==> src/rtl/tiehi_seq_ctrl_if.sv <==
// Control-side signals of the sequenced tie-high source.
// master drives the request/readback side, slave is the tie controller.
interface tiehi_seq_ctrl_if;
   logic en;
   logic fb;
   logic clr_flt;
   logic a0;
   logic rdy;
   logic flt;

   modport master (
      output en,
      output fb,
      output clr_flt,
      input  a0,
      input  rdy,
      input  flt
   );

   modport slave (
      input  en,
      input  fb,
      input  clr_flt,
      output a0,
      output rdy,
      output flt
   );
endinterface

==> src/rtl/tiehi_seq_ctrl.sv <==
// Sequenced tie-high source: holds a0 low through reset and a settle window,
// then releases it and latches a sticky fault on a persistent readback mismatch.
//
// state  | meaning
// OFF    | tie held low, waiting for en
// SETTLE | en seen, counting the settle window, tie still low
// ON     | tie released high, readback monitored
// FAULT  | sticky fault, tie low until clr_flt
module tiehi_seq_ctrl #(
   parameter int unsigned SETTLE_CYCLES = 16,
   parameter int unsigned DEB_CYCLES    = 4,
   parameter int unsigned CW            = 8
) (
   input logic              CELCLK,
   input logic              CELRSTN,
   input logic              CELV,
   input logic              CELG,
   input logic              SUB,
   tiehi_seq_ctrl_if.slave  bus
);

   localparam logic [1:0] ST_OFF    = 2'd0;
   localparam logic [1:0] ST_SETTLE = 2'd1;
   localparam logic [1:0] ST_ON     = 2'd2;
   localparam logic [1:0] ST_FAULT  = 2'd3;

   localparam logic [CW-1:0] SET_LAST = CW'(SETTLE_CYCLES - 1);
   localparam logic [CW-1:0] DEB_TH   = CW'(DEB_CYCLES);
   localparam logic [CW-1:0] CNT_MAX  = '1;

   logic [1:0]    state, state_nxt;
   logic [CW-1:0] scnt, scnt_nxt;
   logic [CW-1:0] dcnt, dcnt_nxt, dcnt_inc;
   logic          fb_m, fb_s;

   // Rails exist only so the brick netlist keeps its pins.
   logic pwr_unused;
   assign pwr_unused = CELV ^ CELG ^ SUB;

   always_ff @(posedge CELCLK or negedge CELRSTN) begin
      if (!CELRSTN) begin
         fb_m  <= 1'b0;
         fb_s  <= 1'b0;
         state <= ST_OFF;
         scnt  <= '0;
         dcnt  <= '0;
      end else begin
         fb_m  <= bus.fb;
         fb_s  <= fb_m;
         state <= state_nxt;
         scnt  <= scnt_nxt;
         dcnt  <= dcnt_nxt;
      end
   end

   always_comb begin
      state_nxt = state;
      scnt_nxt  = scnt;
      dcnt_nxt  = dcnt;
      dcnt_inc  = (dcnt == CNT_MAX) ? dcnt : dcnt + CW'(1);
      case (state)
         ST_OFF: begin
            scnt_nxt = '0;
            dcnt_nxt = '0;
            if (bus.en) state_nxt = ST_SETTLE;
         end
         ST_SETTLE: begin
            if (!bus.en) begin
               state_nxt = ST_OFF;
               scnt_nxt  = '0;
            end else if (scnt >= SET_LAST) begin
               state_nxt = ST_ON;
               scnt_nxt  = '0;
               dcnt_nxt  = '0;
            end else begin
               scnt_nxt = scnt + CW'(1);
            end
         end
         ST_ON: begin
            dcnt_nxt = fb_s ? '0 : dcnt_inc;
            // A threshold hit outranks a simultaneous en drop.
            if (!fb_s && (dcnt_inc >= DEB_TH)) state_nxt = ST_FAULT;
            else if (!bus.en)                  state_nxt = ST_OFF;
         end
         ST_FAULT: begin
            dcnt_nxt = '0;
            if (bus.clr_flt) state_nxt = ST_OFF;
         end
         default: state_nxt = ST_OFF;
      endcase
   end

   assign bus.a0  = (state == ST_ON);
   assign bus.rdy = (state == ST_ON);
   assign bus.flt = (state == ST_FAULT);

endmodule

==> src/flat_wrapper.sv <==
// flat-port wrapper written by rule: the top's interface ports become plain ports
module tiehi_seq_ctrl_flat 
#(
   parameter int unsigned SETTLE_CYCLES = 16,
   parameter int unsigned DEB_CYCLES    = 4,
   parameter int unsigned CW            = 8
)
  (CELCLK, CELRSTN, CELV, CELG, SUB, bus_en, bus_fb, bus_clr_flt, bus_a0, bus_rdy, bus_flt);
  tiehi_seq_ctrl_if bus_i ();
  input logic CELCLK;
  input logic CELRSTN;
  input logic CELV;
  input logic CELG;
  input logic SUB;
  input wire logic [$bits(bus_i.en)-1:0] bus_en;
  input wire logic [$bits(bus_i.fb)-1:0] bus_fb;
  input wire logic [$bits(bus_i.clr_flt)-1:0] bus_clr_flt;
  output wire logic [$bits(bus_i.a0)-1:0] bus_a0;
  output wire logic [$bits(bus_i.rdy)-1:0] bus_rdy;
  output wire logic [$bits(bus_i.flt)-1:0] bus_flt;
  assign bus_i.en = bus_en;
  assign bus_i.fb = bus_fb;
  assign bus_i.clr_flt = bus_clr_flt;
  assign bus_a0 = bus_i.a0;
  assign bus_rdy = bus_i.rdy;
  assign bus_flt = bus_i.flt;
  tiehi_seq_ctrl #(.SETTLE_CYCLES(SETTLE_CYCLES), .DEB_CYCLES(DEB_CYCLES), .CW(CW)) u_core (.CELCLK(CELCLK), .CELRSTN(CELRSTN), .CELV(CELV), .CELG(CELG), .SUB(SUB), .bus(bus_i));
endmodule
==> config.mk <==
export PLATFORM = sky130hd
export DESIGN_NAME = tiehi_seq_ctrl_flat
export DESIGN_NICKNAME = d
export VERILOG_FILES = /design/src/rtl/tiehi_seq_ctrl_if.sv /design/src/rtl/tiehi_seq_ctrl.sv /design/src/flat_wrapper.sv
export SDC_FILE = /design/constraint.sdc
export NUM_CORES = 1
export LEC_CHECK = 0
export ABC_AREA = 1
export ABC_CLOCK_PERIOD_IN_PS = 2900
export BUFFER_PORTS_ARGS = -buffer_cell sky130_fd_sc_hd__buf_2
export CELL_PAD_IN_SITES_DETAIL_PLACEMENT = 0
export CELL_PAD_IN_SITES_GLOBAL_PLACEMENT = 2
export CORE_AREA = 4 4 55 67
export CTS_CLUSTER_DIAMETER = 50
export CTS_CLUSTER_SIZE = 16
export DETAILED_ROUTE_END_ITERATION = 10
export DIE_AREA = 0 0 59 71
export PLACE_DENSITY = 0.8
export SETUP_SLACK_MARGIN = 0.1
export SKIP_CTS_REPAIR_TIMING = 1
export SYNTH_ARGS = -nofsm -noshare
export SYNTH_HDL_FRONTEND = slang
export SYNTH_SLANG_ARGS = --single-unit
==> constraint.sdc <==
create_clock -name CELCLK -period 2.9 [get_ports CELCLK]
set_clock_uncertainty 0.2 [all_clocks]
set_input_delay 0.435 -clock CELCLK [delete_from_list [all_inputs] [get_ports CELCLK]]
set_output_delay 0.435 -clock CELCLK [all_outputs]
set_load 0.01 [all_outputs]
; Word level (Yosys, flattened, before mapping)
; Index checks and enable logic that the tools add are counted.
[word_totals]
ff_bits = 20
inputBits = 8
out_inout_bits = 3
elab_cells = 41
[classes]
add_sub_neg = 2
magnitude_cmp = 2
n_eq_ne = 10
n_mux = 15
n_reduce_logical = 7
[ops]
columns = operator, count
row1 = 8-bit two-way mux, 6
row2 = 8-bit one-hot mux with 3 select lines, 1
row3 = "8-bit by 1-bit adder with 8-bit output, second input constant", 2
row4 = 8-bit one-hot mux with 2 select lines, 1
row5 = 2-bit two-way mux, 6
row6 = "8-bit == test, second input constant", 1
row7 = "8-bit by 3-bit >= comparator with 1-bit output, second input constant", 1
row8 = "8-bit by 4-bit >= comparator with 1-bit output, second input constant", 1
row9 = 2-bit one-hot mux with 4 select lines, 1
row10 = "2-bit != test, second input constant", 3
row11 = "3-bit by 2-bit != test with 1-bit output, second input constant", 2
row12 = "2-bit == test, second input constant", 2
row13 = 4-bit AND reduction, 1
row14 = "2-bit by 1-bit == test with 1-bit output, second input constant", 1
row15 = 2-bit zero test, 1
row16 = "2-bit by 1-bit != test with 1-bit output, second input constant", 1
row17 = 2-bit AND reduction, 1
row18 = 2-bit nonzero test, 1
row19 = 2-bit OR reduction, 1
row20 = 1-bit logical AND, 1
row21 = 1-bit zero test, 1

; Logic depth before layout (Yosys ltp)
; Gate-level depths: netlist of the first run.
[depth]
word_depth = 6
mapped_depth = 13
mapped_depth_nobuf = 12

; Worst setup path after synthesis of the first run
; OpenSTA, ideal clock, no wires.
[synth_path]
path_type = reg-to-reg
start = reg u_core.dcnt[0]
end = reg u_core.state[0]
setup_time_ns = 0.117
arrival_ns = 1.416
t_required_ns = 2.583
slack_ns = 1.167
stages_incl_launch_ff = 12
n_path_buf = 0
period_less_slack_ns = 1.733
cell_sequence = dfrtp_1 -> ha_1 -> nand2_1 -> nor2_2 -> nand2_2 -> nand3_1 -> nor2_1 -> nand3_2 -> nand2_1 -> nand2_1 -> nand3_1 -> nand2_1
[synth_via]
elab_chain_len = 6
word_cells_on_any_way = 9
classes_between = add/sub (1) / order compare (1) / eq/ne (2) / mux (3) / reduce/logical (2)
[synth_lines]
columns = item, line
row1 = from (decl), tiehi_seq_ctrl.sv:33  ; logic [CW-1:0] dcnt, dcnt_nxt, dcnt_inc;
row2 = from (signal assigned), tiehi_seq_ctrl.sv:52  ; dcnt <= dcnt_nxt;
row3 = 8-bit by 1-bit adder with 8-bit output / 8-bit == test (equally long branches), tiehi_seq_ctrl.sv:60  ; dcnt_inc = (dcnt == CNT_MAX) ? dcnt : dcnt + CW'(1);
row4 = 8-bit two-way mux *, tiehi_seq_ctrl.sv:60
row5 = 8-bit by 3-bit >= comparator with 1-bit output *, tiehi_seq_ctrl.sv:82  ; if (!fb_s && (dcnt_inc >= DEB_TH)) state_nxt = ST_FAULT;
row6 = 1-bit logical AND *, tiehi_seq_ctrl.sv:82
row7 = 3-bit by 2-bit != test with 1-bit output (no line) / 2-bit two-way mux (equally long branches), -
row8 = 4-bit AND reduction (no line) / 2-bit one-hot mux with 4 select lines (equally long branches), -
row9 = to (signal assigned), tiehi_seq_ctrl.sv:50  ; state <= state_nxt;
row10 = to (decl), tiehi_seq_ctrl.sv:31  ; logic [1:0] state, state_nxt;
; Every way passes the cells marked *; elsewhere a longest branch is shown, timed or not.
; A chain may end at the register's enable or synchronous reset.

; Worst setup path after layout of the first run
[layout_path]
start = reg u_core.state[1]
end = out bus_rdy
[layout_via]
elab_chain_len = 1
[layout_lines]
columns = item, line
row1 = 2-bit == test, tiehi_seq_ctrl.sv:94  ; assign bus.rdy = (state == ST_ON);
row2 = to (decl), flat_wrapper.sv:19  ; output wire logic [$bits(bus_i.rdy)-1:0] bus_rdy;
; No other way between the ends.

==> key figures, run 1 <==
Die
  • IO Pins: 11
  • Initial core utilization: 0.3554
  • Chip height: 71 um
  • Die span in x: 59 um
  • Core Area: 3028 um2
  • Die ar.: 4189 um2
  • Num rows: 22

Pwr
  • Largest vdd supply drop: 0.4570 mV
  • Leak pwr: 0.6514 nW
  • Final Total Pwr: 792.2 uW
  • Power Density: 662.3 nW/um2

Detailed routing
  • Via density per instance: 4.703
  • Vias: 856
  • Iter 0 DRT Violations: 21
  • Wire per inst: 10.79 um
  • Detailed Route WL: 1.964 mm
  • # DRC: 0
  • Final ANT Viol Nets: 0
  • DRT Pass-1 Iters: 4

Logic synthesis
  • Synthesized area per cell: 7.854 um2
  • Post-synthesis register bit count: 20
  • Synth Flop Type: dfrtp_1
  • Post-synth EDFFs: 0
  • Sequential element share of the synthesized area: 0.4651
  • Synth Cell Area: 1076 um2
  • Synth top area share: 0.4651
  • Asr flop ratio synth: 1.000
  • Gate count of the mapped netlist: 137
  • Cell with the most instances after synthesis: nand2_1
  • Syn_nets: 147
  • Top post-synthesis cells by count: nand2_1 (39), dfrtp_1 (20), inv_1 (19)
  • Synth area leaders: dfrtp_1 (47%), nand2_1 (14%), inv_1 (6.6%), nand3_1 (5.1%), nor2_1 (3.5%)
  • Synth area leader: dfrtp_1
  • Yosys warns: 0
  • Synth unique cells: 20

Clock tree
  • Clock buffer depth: 2
  • CTS tree: built
  • Later-pin clock latency in the skew report: 0.30 ns
  • Number of H-tree levels: 1
  • Sink Count: 20
  • Worst-path clk slew: 0.11 ns
  • Num CTS Buffers: 3
  • Root Buffer: clkbuf_4

Setup path
  • Crit Path Max Fanout: 11
  • CP Class: reg -> out
  • Required @ worst endpoint: 2.27 ns
  • Worst Setup End Kind: output port
  • Crit path arrival time: 1.43 ns
  • CP startpoint kind: flip-flop

Global route
  • First-pass GRT wire length: 3.657 mm
  • Remaining global-route overflow: 0
  • Vias in the first global route: 870
  • Pin count of the biggest net entering global routing: 21
  • Initial antenna violation count: 0
  • GRT Total Usage: 0.1099

Timing
  • RSZ-0062 raised after global routing: no
  • Max Fclk: 484.7 MHz
  • Least-Margin Pin Slew: 0.4564 ns
  • Final setup fails: 0
  • Max Slew Vio Count: 0
  • Hold Violations, Final: 0
  • Slew HR: 0.6957
  • Post-layout minimum cycle time: 2.063 ns
  • Final setup TNS: 0 ns
  • Fin crit share: 0.7115

Cells and area
  • Ant diodes: 0
  • Finished Core Util: 0.3950
  • Post-route design area: 1196 um2
  • P&R area growth vs syn: 11.16%
  • Fillers: 352
  • Layout cells sized above 1: 0.1575
  • Final-stage net count: 157

Hold path
  • Worst hold-check path type: in -> reg

Placed design
  • Port Buf Inserts: 7
  • Post-Place Cell Area: 1134 um2
  • DP Wirelength: 1.531 mm
  • Routability Congestion: 0.7830

Run
  • Maxcap violations: 0

Run status
  • Status: completed
[cell usage in the layout, fill, tap and decap left out]
cell type      Yosys  layout
dlygate4sd3_1      0       1
or2_2              1       1
o22ai_1            1       1
dfrtp_1           20      20
buf_2              0       7
nand2_1           39      39
xnor2_1            1       1
nor2_1            10      10
bufinv_16          0       1
nand3_1           11      11
nor4_1             1       1
inv_1             19      19
nor2_2             5       5
nand2_2            5       5
a21oi_1            4       4
nand3_2            1       1
o21ai_0            5       5
nand4_1            2       2
o21bai_1           1       1
clkbuf_4           0       3
xor2_1             3       3
ha_1               2       2
a22o_1             3       3
[per-layer routing]
metal | GRT usage | share of wire | vias to the layer above
li1 | - | - | 448
met1 | 0.1390 | 0.45 | 399
met2 | 0.1830 | 0.51 | 7
met3 | 0.01642 | 0.022 | 2
met4 | 0.04534 | 0.011 | 0
met5 | 0 | 0 | -
[cell families after synthesis]
family	Yosys count	synth area share
and+or+nand+nor	75	0.3128
buffers and inverters	22	0.08721
AOI/OAI and AO/OA	14	0.07908
adders and majority gates	2	0.02325
DFF	20	0.4651
xor gates and xnor gates	4	0.03256
[report_power, final]
part / total [mW] / internal [mW] / leakage (nW) / switching [mW]
clock network: 0.225 / 0.140 / 0.0279 / 0.0857
logic: 0.210 / 0.0731 / 0.353 / 0.137
registers: 0.357 / 0.311 / 0.270 / 0.0461
total: 0.792 / 0.523 / 0.651 / 0.269
[worst max-delay path, cell delays in order, from the launching register on]
cell     delay (ns)
dfrtp_1        0.59
inv_1          0.17
nor2_1         0.20
buf_2          0.17
[state kept, by name (all words and copies together) (netlist names)]
register      cells
u_core.dcnt       8
u_core.fb_m       1
u_core.fb_s       1
u_core.scnt       8
u_core.state      2
[metrics by stage]
step	hold WS, ns	worst slack, ns	cells
after floorplan	-0.06059	1.167	137
after global placement	0.1336	0.9180	177
after detailed placement	0.1419	0.9295	177
after CTS	-0.1335	0.8443	181
after global routing	0.03735	0.5938	182
final	0.04546	0.8367	182
[layout make-up]
cell class	count	area [um2]	area share
multi-input combinational	95	481.7	0.4027
timing repair buffer	8	45.04	0.03766
tap	36	45.04	0.03766
inverter	19	71.32	0.05962
sequential	20	500.5	0.4184
clock buffer	3	22.52	0.01883
clock inverter	1	30.03	0.02510
[worst paths after layout]
path,startpoint,end,slack [ns],cells after the start
worst max-delay path,u_core.state[1]$_DFFE_PN0P_,bus_rdy,0.84,3
worst min-delay path,bus_fb,u_core.fb_m$_DFF_PN0_,0.05,1
worst max register to register,u_core.state[1]$_DFFE_PN0P_,u_core.state[1]$_DFFE_PN0P_,0.91,8
worst min register to register,u_core.fb_m$_DFF_PN0_,u_core.fb_s$_DFF_PN0_,0.16,0
max in group asynchronous,CELRSTN,u_core.dcnt[5]$_DFFE_PN0P_,1.78,2
min in group asynchronous,CELRSTN,u_core.scnt[3]$_DFFE_PN0P_,0.41,2
Note: power is estimated with default switching activity, not from simulation.
==> run 2, diff against run 1 <==
- ABC_CLOCK_PERIOD_IN_PS: 2900 -> 1900
- CORE_AREA: 4 4 55 67 -> 4 4 58 70
- DIE_AREA: 0 0 59 71 -> 0 0 62 74
- PLACE_DENSITY: 0.8 -> 0.73
- clock period: 2.9 -> 1.9 ns (I/O delays scaled with it)
==> run 2 against run 1 <==
  * Utilization is 1.9 points higher
  * Hold slack better by 0.12 ns
  * Die area is 9.5% higher
  * Flip-flop and latch count stayed put
  * Combinational power is 97% higher
  * Global-route usage hardly changed
  * Critical path depth is 8 higher
  * Total power is 71% higher
  * Via count is 7.1% higher
  * Wire length is 9.6% higher
  * Final cell count is 6.0% higher
  * Sequential power is 46% higher
  * Largest cell class is now multi-input combinational cells
==> key figures, run 2 (same netlist as run 1, synthesis figures left out) <==
Timing
  • Final setup TNS: 0 ns (unchanged)
  • Post-layout minimum cycle time: 1.735 ns
  • Max Fclk: 576.4 MHz
  • Max Slew Vio Count: 0 (unchanged)
  • Slew HR: 0.6974 (+0.001662)
  • RSZ-0062 raised after global routing: yes
  • WHS: 0.1619 ns (+0.1164 ns)
  • Setup WS post-layout: 0.1650 ns (-0.6717 ns)
  • Final setup fails: 0 (unchanged)
  • Hold Violations, Final: 0 (unchanged)
  • Fin crit share: 0.9131
  • Least-Margin Pin Slew: 0.4539 ns (-0.002494 ns)

Detailed routing
  • Iter 0 DRT Violations: 23 (+9.5%)
  • Detailed Route WL: 2.153 mm (+9.6%)
  • DRT Pass-1 Iters: 4 (unchanged)
  • Final ANT Viol Nets: 0 (unchanged)
  • # DRC: 0 (unchanged)
  • Wire per inst: 11.16 um (+3.4%)
  • Via density per instance: 4.751 (+1.0%)
  • Vias: 917 (+7.1%)

Setup path
  • Worst Setup End Kind: flip-flop
  • Crit path arrival time: 1.69 ns (+0.26 ns)
  • Reg-to-reg startpoint: u_core.dcnt[0]$_DFFE_PN0P_
  • Crit Path Max Fanout: 5 (-6)
  • CP Class: reg -> reg
  • Required @ worst endpoint: 1.85 ns (-0.42 ns)
  • CP startpoint kind: flip-flop
  • Crit. Startpoint: u_core.dcnt[0]$_DFFE_PN0P_

Clock tree
  • Sink Count: 20 (unchanged)
  • Num CTS Buffers: 3 (unchanged)
  • Later-pin clock latency in the skew report: 0.26 ns (-0.04 ns)
  • Number of H-tree levels: 1 (unchanged)
  • Worst-path clk slew: 0.08 ns (-0.03 ns)
  • Root Buffer: clkbuf_8
  • Clock buffer depth: 2 (unchanged)
  • CTS tree: built

Pwr
  • Leak pwr: 0.7681 nW (+18%)
  • Largest vdd supply drop: 0.5313 mV (+16%)
  • Power Density: 975.3 nW/um2 (+47%)

Global route
  • Initial antenna violation count: 0 (unchanged)
  • GRT Total Usage: 0.1095 (-0.0003639)
  • Remaining global-route overflow: 0 (unchanged)
  • First-pass GRT wire length: 3.808 mm (+4.1%)
  • Vias in the first global route: 894 (+2.8%)
  • Pin count of the biggest net entering global routing: 21 (unchanged)

Die
  • Die span in x: 62 um (+5.1%)
  • Core Area: 3367 um2 (+11%)
  • IO Pins: 11 (unchanged)
  • Initial core utilization: 0.3196 (-0.03579)
  • Die ar.: 4588 um2 (+9.5%)
  • Num rows: 23 (+4.5%)
  • Chip height: 74 um (+4.2%)

Run
  • Maxcap violations: 0 (unchanged)

Cells and area
  • Biggest regs: u_core.dcnt: 8 flops, u_core.scnt: 8 flops, u_core.state: 2 flops
  • Most frequent cells in the layout: nand2_1 (32), inv_1 (19), dfrtp_1 (18)
  • P&R area growth vs syn: 29.42%
  • Commonest non-fill, non-tap cell in the layout: nand2_1
  • Layout cells sized above 1: 0.3141 (+0.1566)
  • Ant diodes: 0 (unchanged)
  • Finished Core Util: 0.4136 (+0.01856)
  • Final-stage net count: 167 (+6.4%)

Run status
  • Status: completed

Hold path
  • Worst hold-check path type: reg -> reg
  • HP Start: u_core.fb_m$_DFF_PN0_

Placed design
  • Routability Congestion: 0.7498 (-4.2%)
  • Port Buf Inserts: 7 (unchanged)
  • DP Wirelength: 1.628 mm (+6.3%)
  • Dpl ws: 0.03157 ns (-0.8979 ns)
==> run 2: cell types whose count changed in the layout (fill, tap and decap cells not counted), sizes merged <==
| cell | previous run | this run |
|---|---|---|
| buf | 7 | 16 |
| dlygate4sd3 | 1 | 2 |
==> run 2: per-stage QoR <==
step	power, mW	cell area, um2	std cells
2_1_floorplan	0.7985	1076	137
3_3_place_gp	0.9097	1187	185
3_5_place_dp	0.9153	1187	185
4_1_cts	1.342	1259	189
5_1_grt	1.451	1393	193
6_report	1.358	1393	193
==> run 2: where the power goes <==
part / total, mW / internal [mW] / switching, mW
Sequential: 0.520 / 0.475 / 0.0453
Combinational: 0.414 / 0.158 / 0.255
Clock: 0.424 / 0.281 / 0.143
Total: 1.36 / 0.914 / 0.444
==> run 2: cell type report <==
| class | instances | area (um2) |
|---|---|---|
| Clock inverter | 1 | 30.03 |
| Sequential cell | 20 | 503.0 |
| Clock buffer | 3 | 41.29 |
| Timing Repair Buffer | 18 | 133.9 |
| Multi-Input combinational cell | 95 | 566.8 |
| Fill cell | 348 | 1974 |
| Tap cell | 37 | 46.29 |
| Inverter | 19 | 71.32 |
==> run 2: path summary, 6_finish.rpt <==
kind / slack [ns] / endpoint / cells after the start
max: 0.17 / u_core.state[1]$_DFFE_PN0P_ / 11
min: 0.16 / u_core.fb_s$_DFF_PN0_ / 0
max reg2reg: 0.17 / u_core.state[1]$_DFFE_PN0P_ / 11
min reg2reg: 0.16 / u_core.fb_s$_DFF_PN0_ / 0
max in group asynchronous: 0.85 / u_core.dcnt[2]$_DFFE_PN0P_ / 2
min in group asynchronous: 0.30 / u_core.state[0]$_DFFE_PN0P_ / 2
==> run 2: worst max-delay path, stage by stage (launching register included) <==
cell,delay (ns)
dfrtp_1,0.42
ha_4,0.20
nand2_4,0.08
nor2_4,0.05
nand2_4,0.09
nand2_1,0.09
nor2_2,0.13
nand3_2,0.11
nand2_2,0.08
nand2_1,0.05
nand3_1,0.08
nand2_1,0.05
==> run 2: layer usage <==
layer | vias up | share of wire | track usage
met5 | - | 0 | 0
met3 | 2 | 0.020 | 0.01563
met4 | 0 | 0.0060 | 0.04245
met2 | 10 | 0.53 | 0.1866
li1 | 470 | - | -
met1 | 435 | 0.44 | 0.1366
==> run 3, diff against run 2 <==
- ABC_AREA: 1 -> unset
- ABC_CLOCK_PERIOD_IN_PS: 1900 -> 1600
- CORE_AREA: 4 4 58 70 -> 4 4 57 69
- DIE_AREA: 0 0 62 74 -> 0 0 61 73
- PLACE_DENSITY: 0.73 -> 0.72
- SETUP_SLACK_MARGIN: 0.1 -> 0.3
- clock period: 1.9 -> 1.6 ns (I/O delays scaled with it)
==> run 3 against run 2 <==
  * The run now ends with setup timing left
  * Worst setup slack lost 0.38 ns
  * Synthesized cell count shrank 15%
  * Cell area grew 18%
  * Wire length grew 23%
  * Hold slack lost 0.074 ns
  * Clock power grew 19%
  * Highest routed layer unchanged
==> key figures, run 3 <==
Pwr
  • Clock power frac: 0.469 (+0.157)
  • Sw Pwr: 205.9 uW (-54%)
  • Final Total Pwr: 1.076 mW (-21%)
  • Sw Ratio: 0.1913 (-0.1357)
  • Power Density: 657.2 nW/um2 (-33%)
  • Leak pwr: 0.7274 nW (-5.3%)
  • Logic gate share of total power: 0.052 (-0.253)
  • Flop pwr share: 0.479 (+0.096)
  • P_int: 870.5 uW (-4.8%)
  • Largest vdd supply drop: 0.4883 mV (-8.1%)

Cells and area
  • Cell Count, Final, Fillers Out: 187 (-3.1%)
  • Finished Core Util: 0.4992 (+0.08564)
  • Commonest non-fill, non-tap cell in the layout: buf_4
  • Ant diodes: 0 (unchanged)
  • Biggest regs: u_core.dcnt: 8 flops, u_core.scnt: 8 flops, u_core.state: 2 flops
  • Layout cells sized above 1: 0.4800 (+0.1659)
  • Most frequent cells in the layout: buf_4 (22), dfrtp_1 (20), nand2_1 (13)
  • Final-stage net count: 161 (-3.6%)
  • P&R area growth vs syn: 49.77%

Clock tree
  • Later-pin clock latency in the skew report: 0.26 ns (about the same)
  • Number of H-tree levels: 1 (unchanged)
  • Sink Count: 20 (unchanged)
  • Root Buffer: clkbuf_8
  • Worst-path clk slew: 0.08 ns (about the same)
  • CTS tree: built
  • Num CTS Buffers: 3 (unchanged)
  • Clock buffer depth: 2 (unchanged)

Logic synthesis
  • Synth Flop Type: dfrtp_1
  • Gate count of the mapped netlist: 116 (-15%)
  • Post-synthesis register bit count: 20 (unchanged)
  • Syn_nets: 126 (-14%)
  • Synthesized area per cell: 9.427 um2 (+20%)
  • Asr flop ratio synth: 1.000 (unchanged)
  • Synth unique cells: 35 (+75%)
  • Synth top area share: 0.4577 (-0.007450)
  • Yosys warns: 0 (unchanged)
  • Synth area leaders: dfrtp_1 (46%), nand2_1 (4.5%), a21oi_1 (4.1%), nand3_1 (3.2%), o21ai_0 (3.2%)
  • Cell with the most instances after synthesis: dfrtp_1
  • Sequential element share of the synthesized area: 0.4577 (-0.007450)
  • Synth area leader: dfrtp_1
  • Post-synth EDFFs: 0 (unchanged)
  • Synth Cell Area: 1094 um2 (+1.6%)
  • Top post-synthesis cells by count: dfrtp_1 (20), nand2_1 (13), a21oi_1 (9)

Global route
  • Initial antenna violation count: 0 (unchanged)
  • GRT Total Usage: 0.1225 (+0.01298)
  • Remaining global-route overflow: 0 (unchanged)
  • Vias in the first global route: 926 (+3.6%)
  • Pin count of the biggest net entering global routing: 21 (unchanged)
  • First-pass GRT wire length: 4.119 mm (+8.2%)

Setup path
  • Crit-path cells: ha_4 > and3_4 > xor2_2 > a2111oi_2 > a31oi_1 > a31o_1
  • CP delay by family, top: compound AO/OA/AOI/OAI gates
  • Worst Setup End Kind: flip-flop
  • CP peak stage delay: 0.43 ns (about the same)
  • FF-to-FF setup slack: -0.22 ns (-0.38 ns)
  • Buffers & Inverters on Critical Path: 0 (unchanged)
  • CP startpoint kind: flip-flop
  • Slowest CP cell: dfrtp_1
  • Required @ worst endpoint: 1.55 ns (-0.30 ns)
  • Crit path arrival time: 1.77 ns (+0.08 ns)
  • CP Class: reg -> reg
  • Crit Path Max Fanout: 4 (-1)

Timing
  • Hold Violations, Final: 0 (unchanged)
  • Max Fclk: 549.6 MHz (-4.6%)
  • Final setup fails: 5 (+5)
  • Max Slew Vio Count: 0 (unchanged)
  • Slew HR: 0.6936 (-0.003773)
  • Post-layout minimum cycle time: 1.819 ns (+0.08453 ns)
  • Fin crit share: 1.137 (+0.2240)
  • RSZ-0062 raised after global routing: yes
  • Least-Margin Pin Slew: 0.4596 ns (+0.005660 ns)
  • Setup WS post-layout: -0.2195 ns (-0.3845 ns)
  • Final setup TNS: -0.4664 ns (-0.4664 ns)

Detailed routing
  • Final ANT Viol Nets: 0 (unchanged)
  • # DRC: 0 (unchanged)
  • Vias: 964 (+5.1%)
  • Iter 0 DRT Violations: 35 (+52%)
  • Detailed Route WL: 2.649 mm (+23%)
  • Via density per instance: 5.155 (+8.5%)
  • DRT Pass-1 Iters: 5 (+1)
  • Wire per inst: 14.17 um (+27%)

Die
  • Initial core utilization: 0.3333 (+0.01375)
  • Chip height: 73 um (-1.4%)
  • Die span in x: 61 um (-1.6%)
  • Num rows: 23 (unchanged)
  • Core Area: 3281 um2 (-2.6%)
  • IO Pins: 11 (unchanged)
  • Die ar.: 4453 um2 (-2.9%)

Placed design
  • Port Buf Inserts: 7 (unchanged)
  • DP Wirelength: 1.864 mm (+14%)
  • Routability Congestion: 0.8354 (+11%)
  • Placed cells: 177 (-4.3%)

Run status
  • Status: complete, but fails checks
  • Failing checks: setup timing

Run
  • Maxcap violations: 0 (unchanged)

Hold path
  • Worst hold-check path type: in -> reg
run 3: stage by stage:
| step | cell area [um2] | setup WS [ns] | hold slack [ns] |
|---|---|---|---|
| 6_report | 1638 | -0.2195 | 0.08816 |
| 5_1_grt | 1638 | -0.2981 | 0.08897 |
| 4_1_cts | 1446 | -0.2325 | -0.2658 |
| 3_5_place_dp | 1375 | -0.2175 | 0.02965 |
| 3_3_place_gp | 1375 | -0.1920 | 0.01632 |
| 2_1_floorplan | 1169 | -0.2567 | -0.2556 |
run 3: routing by layer:
metal  wire length, um  vias to the layer above  GRT usage  part of all wire
li1                  -                      476          -                 -
met1              1212                      480     0.1648              0.46
met2              1358                        6     0.1950              0.51
met3                57                        2    0.02124             0.022
met4                20                        0    0.04337            0.0076
met5                 0                        -          0                 0
run 3: cell families after synthesis:
group                    count (synthesis)  synth area share
AO/OA/AOI/OAI                           31            0.1888
adder cells (fa/ha/maj)                  2           0.02288
AND/OR/NAND/NOR                         44            0.2083
flip-flops                              20            0.4577
multiplexers                             3           0.02746
XOR/XNOR                                 5           0.04005
buffers and inverters                   11           0.05491
run 3: path summary, 6_finish.rpt:
kind / depth (start not counted) / from / to
worst max register to register: 6 / u_core.dcnt[1]$_DFFE_PN0P_ / u_core.state[0]$_DFFE_PN0P_
worst min register to register: 0 / u_core.fb_m$_DFF_PN0_ / u_core.fb_s$_DFF_PN0_
min in group asynchronous: 2 / CELRSTN / u_core.dcnt[7]$_DFFE_PN0P_
worst min-delay path: 2 / bus_en / u_core.state[1]$_DFFE_PN0P_
worst max-delay path: 6 / u_core.dcnt[1]$_DFFE_PN0P_ / u_core.state[0]$_DFFE_PN0P_
max in group asynchronous: 2 / CELRSTN / u_core.scnt[5]$_DFFE_PN0P_
run 3: area by class of cell:
cell class              instances  area (um2)
fillers                       330        1643
multi-input cells              85       694.4
flip-flops and latches         20       500.5
repair buffers                 36       304.0
well taps                      37       46.29
clock buffers                   3       41.29
clock inverters                 1       30.03
inverters                       5       21.27
run 3: worst register-to-register path, delay by kind of cell, from the launching register on:
family,cells,cell delay [ns]
xor+xnor,1,0.14
fa+ha+maj,1,0.19
flops,1,0.43
simple gates,1,0.20
compound gates,3,0.56
run 3: power groups by stage:
stage	sequential, mW	combinational (mW)	clock, mW
2_1_floorplan	0.526	0.0171	0
3_3_place_gp	0.525	0.0431	0
3_5_place_dp	0.525	0.0438	0
4_1_cts	0.515	0.0435	0.532
5_1_grt	0.516	0.0626	0.547
6_report	0.516	0.0555	0.505
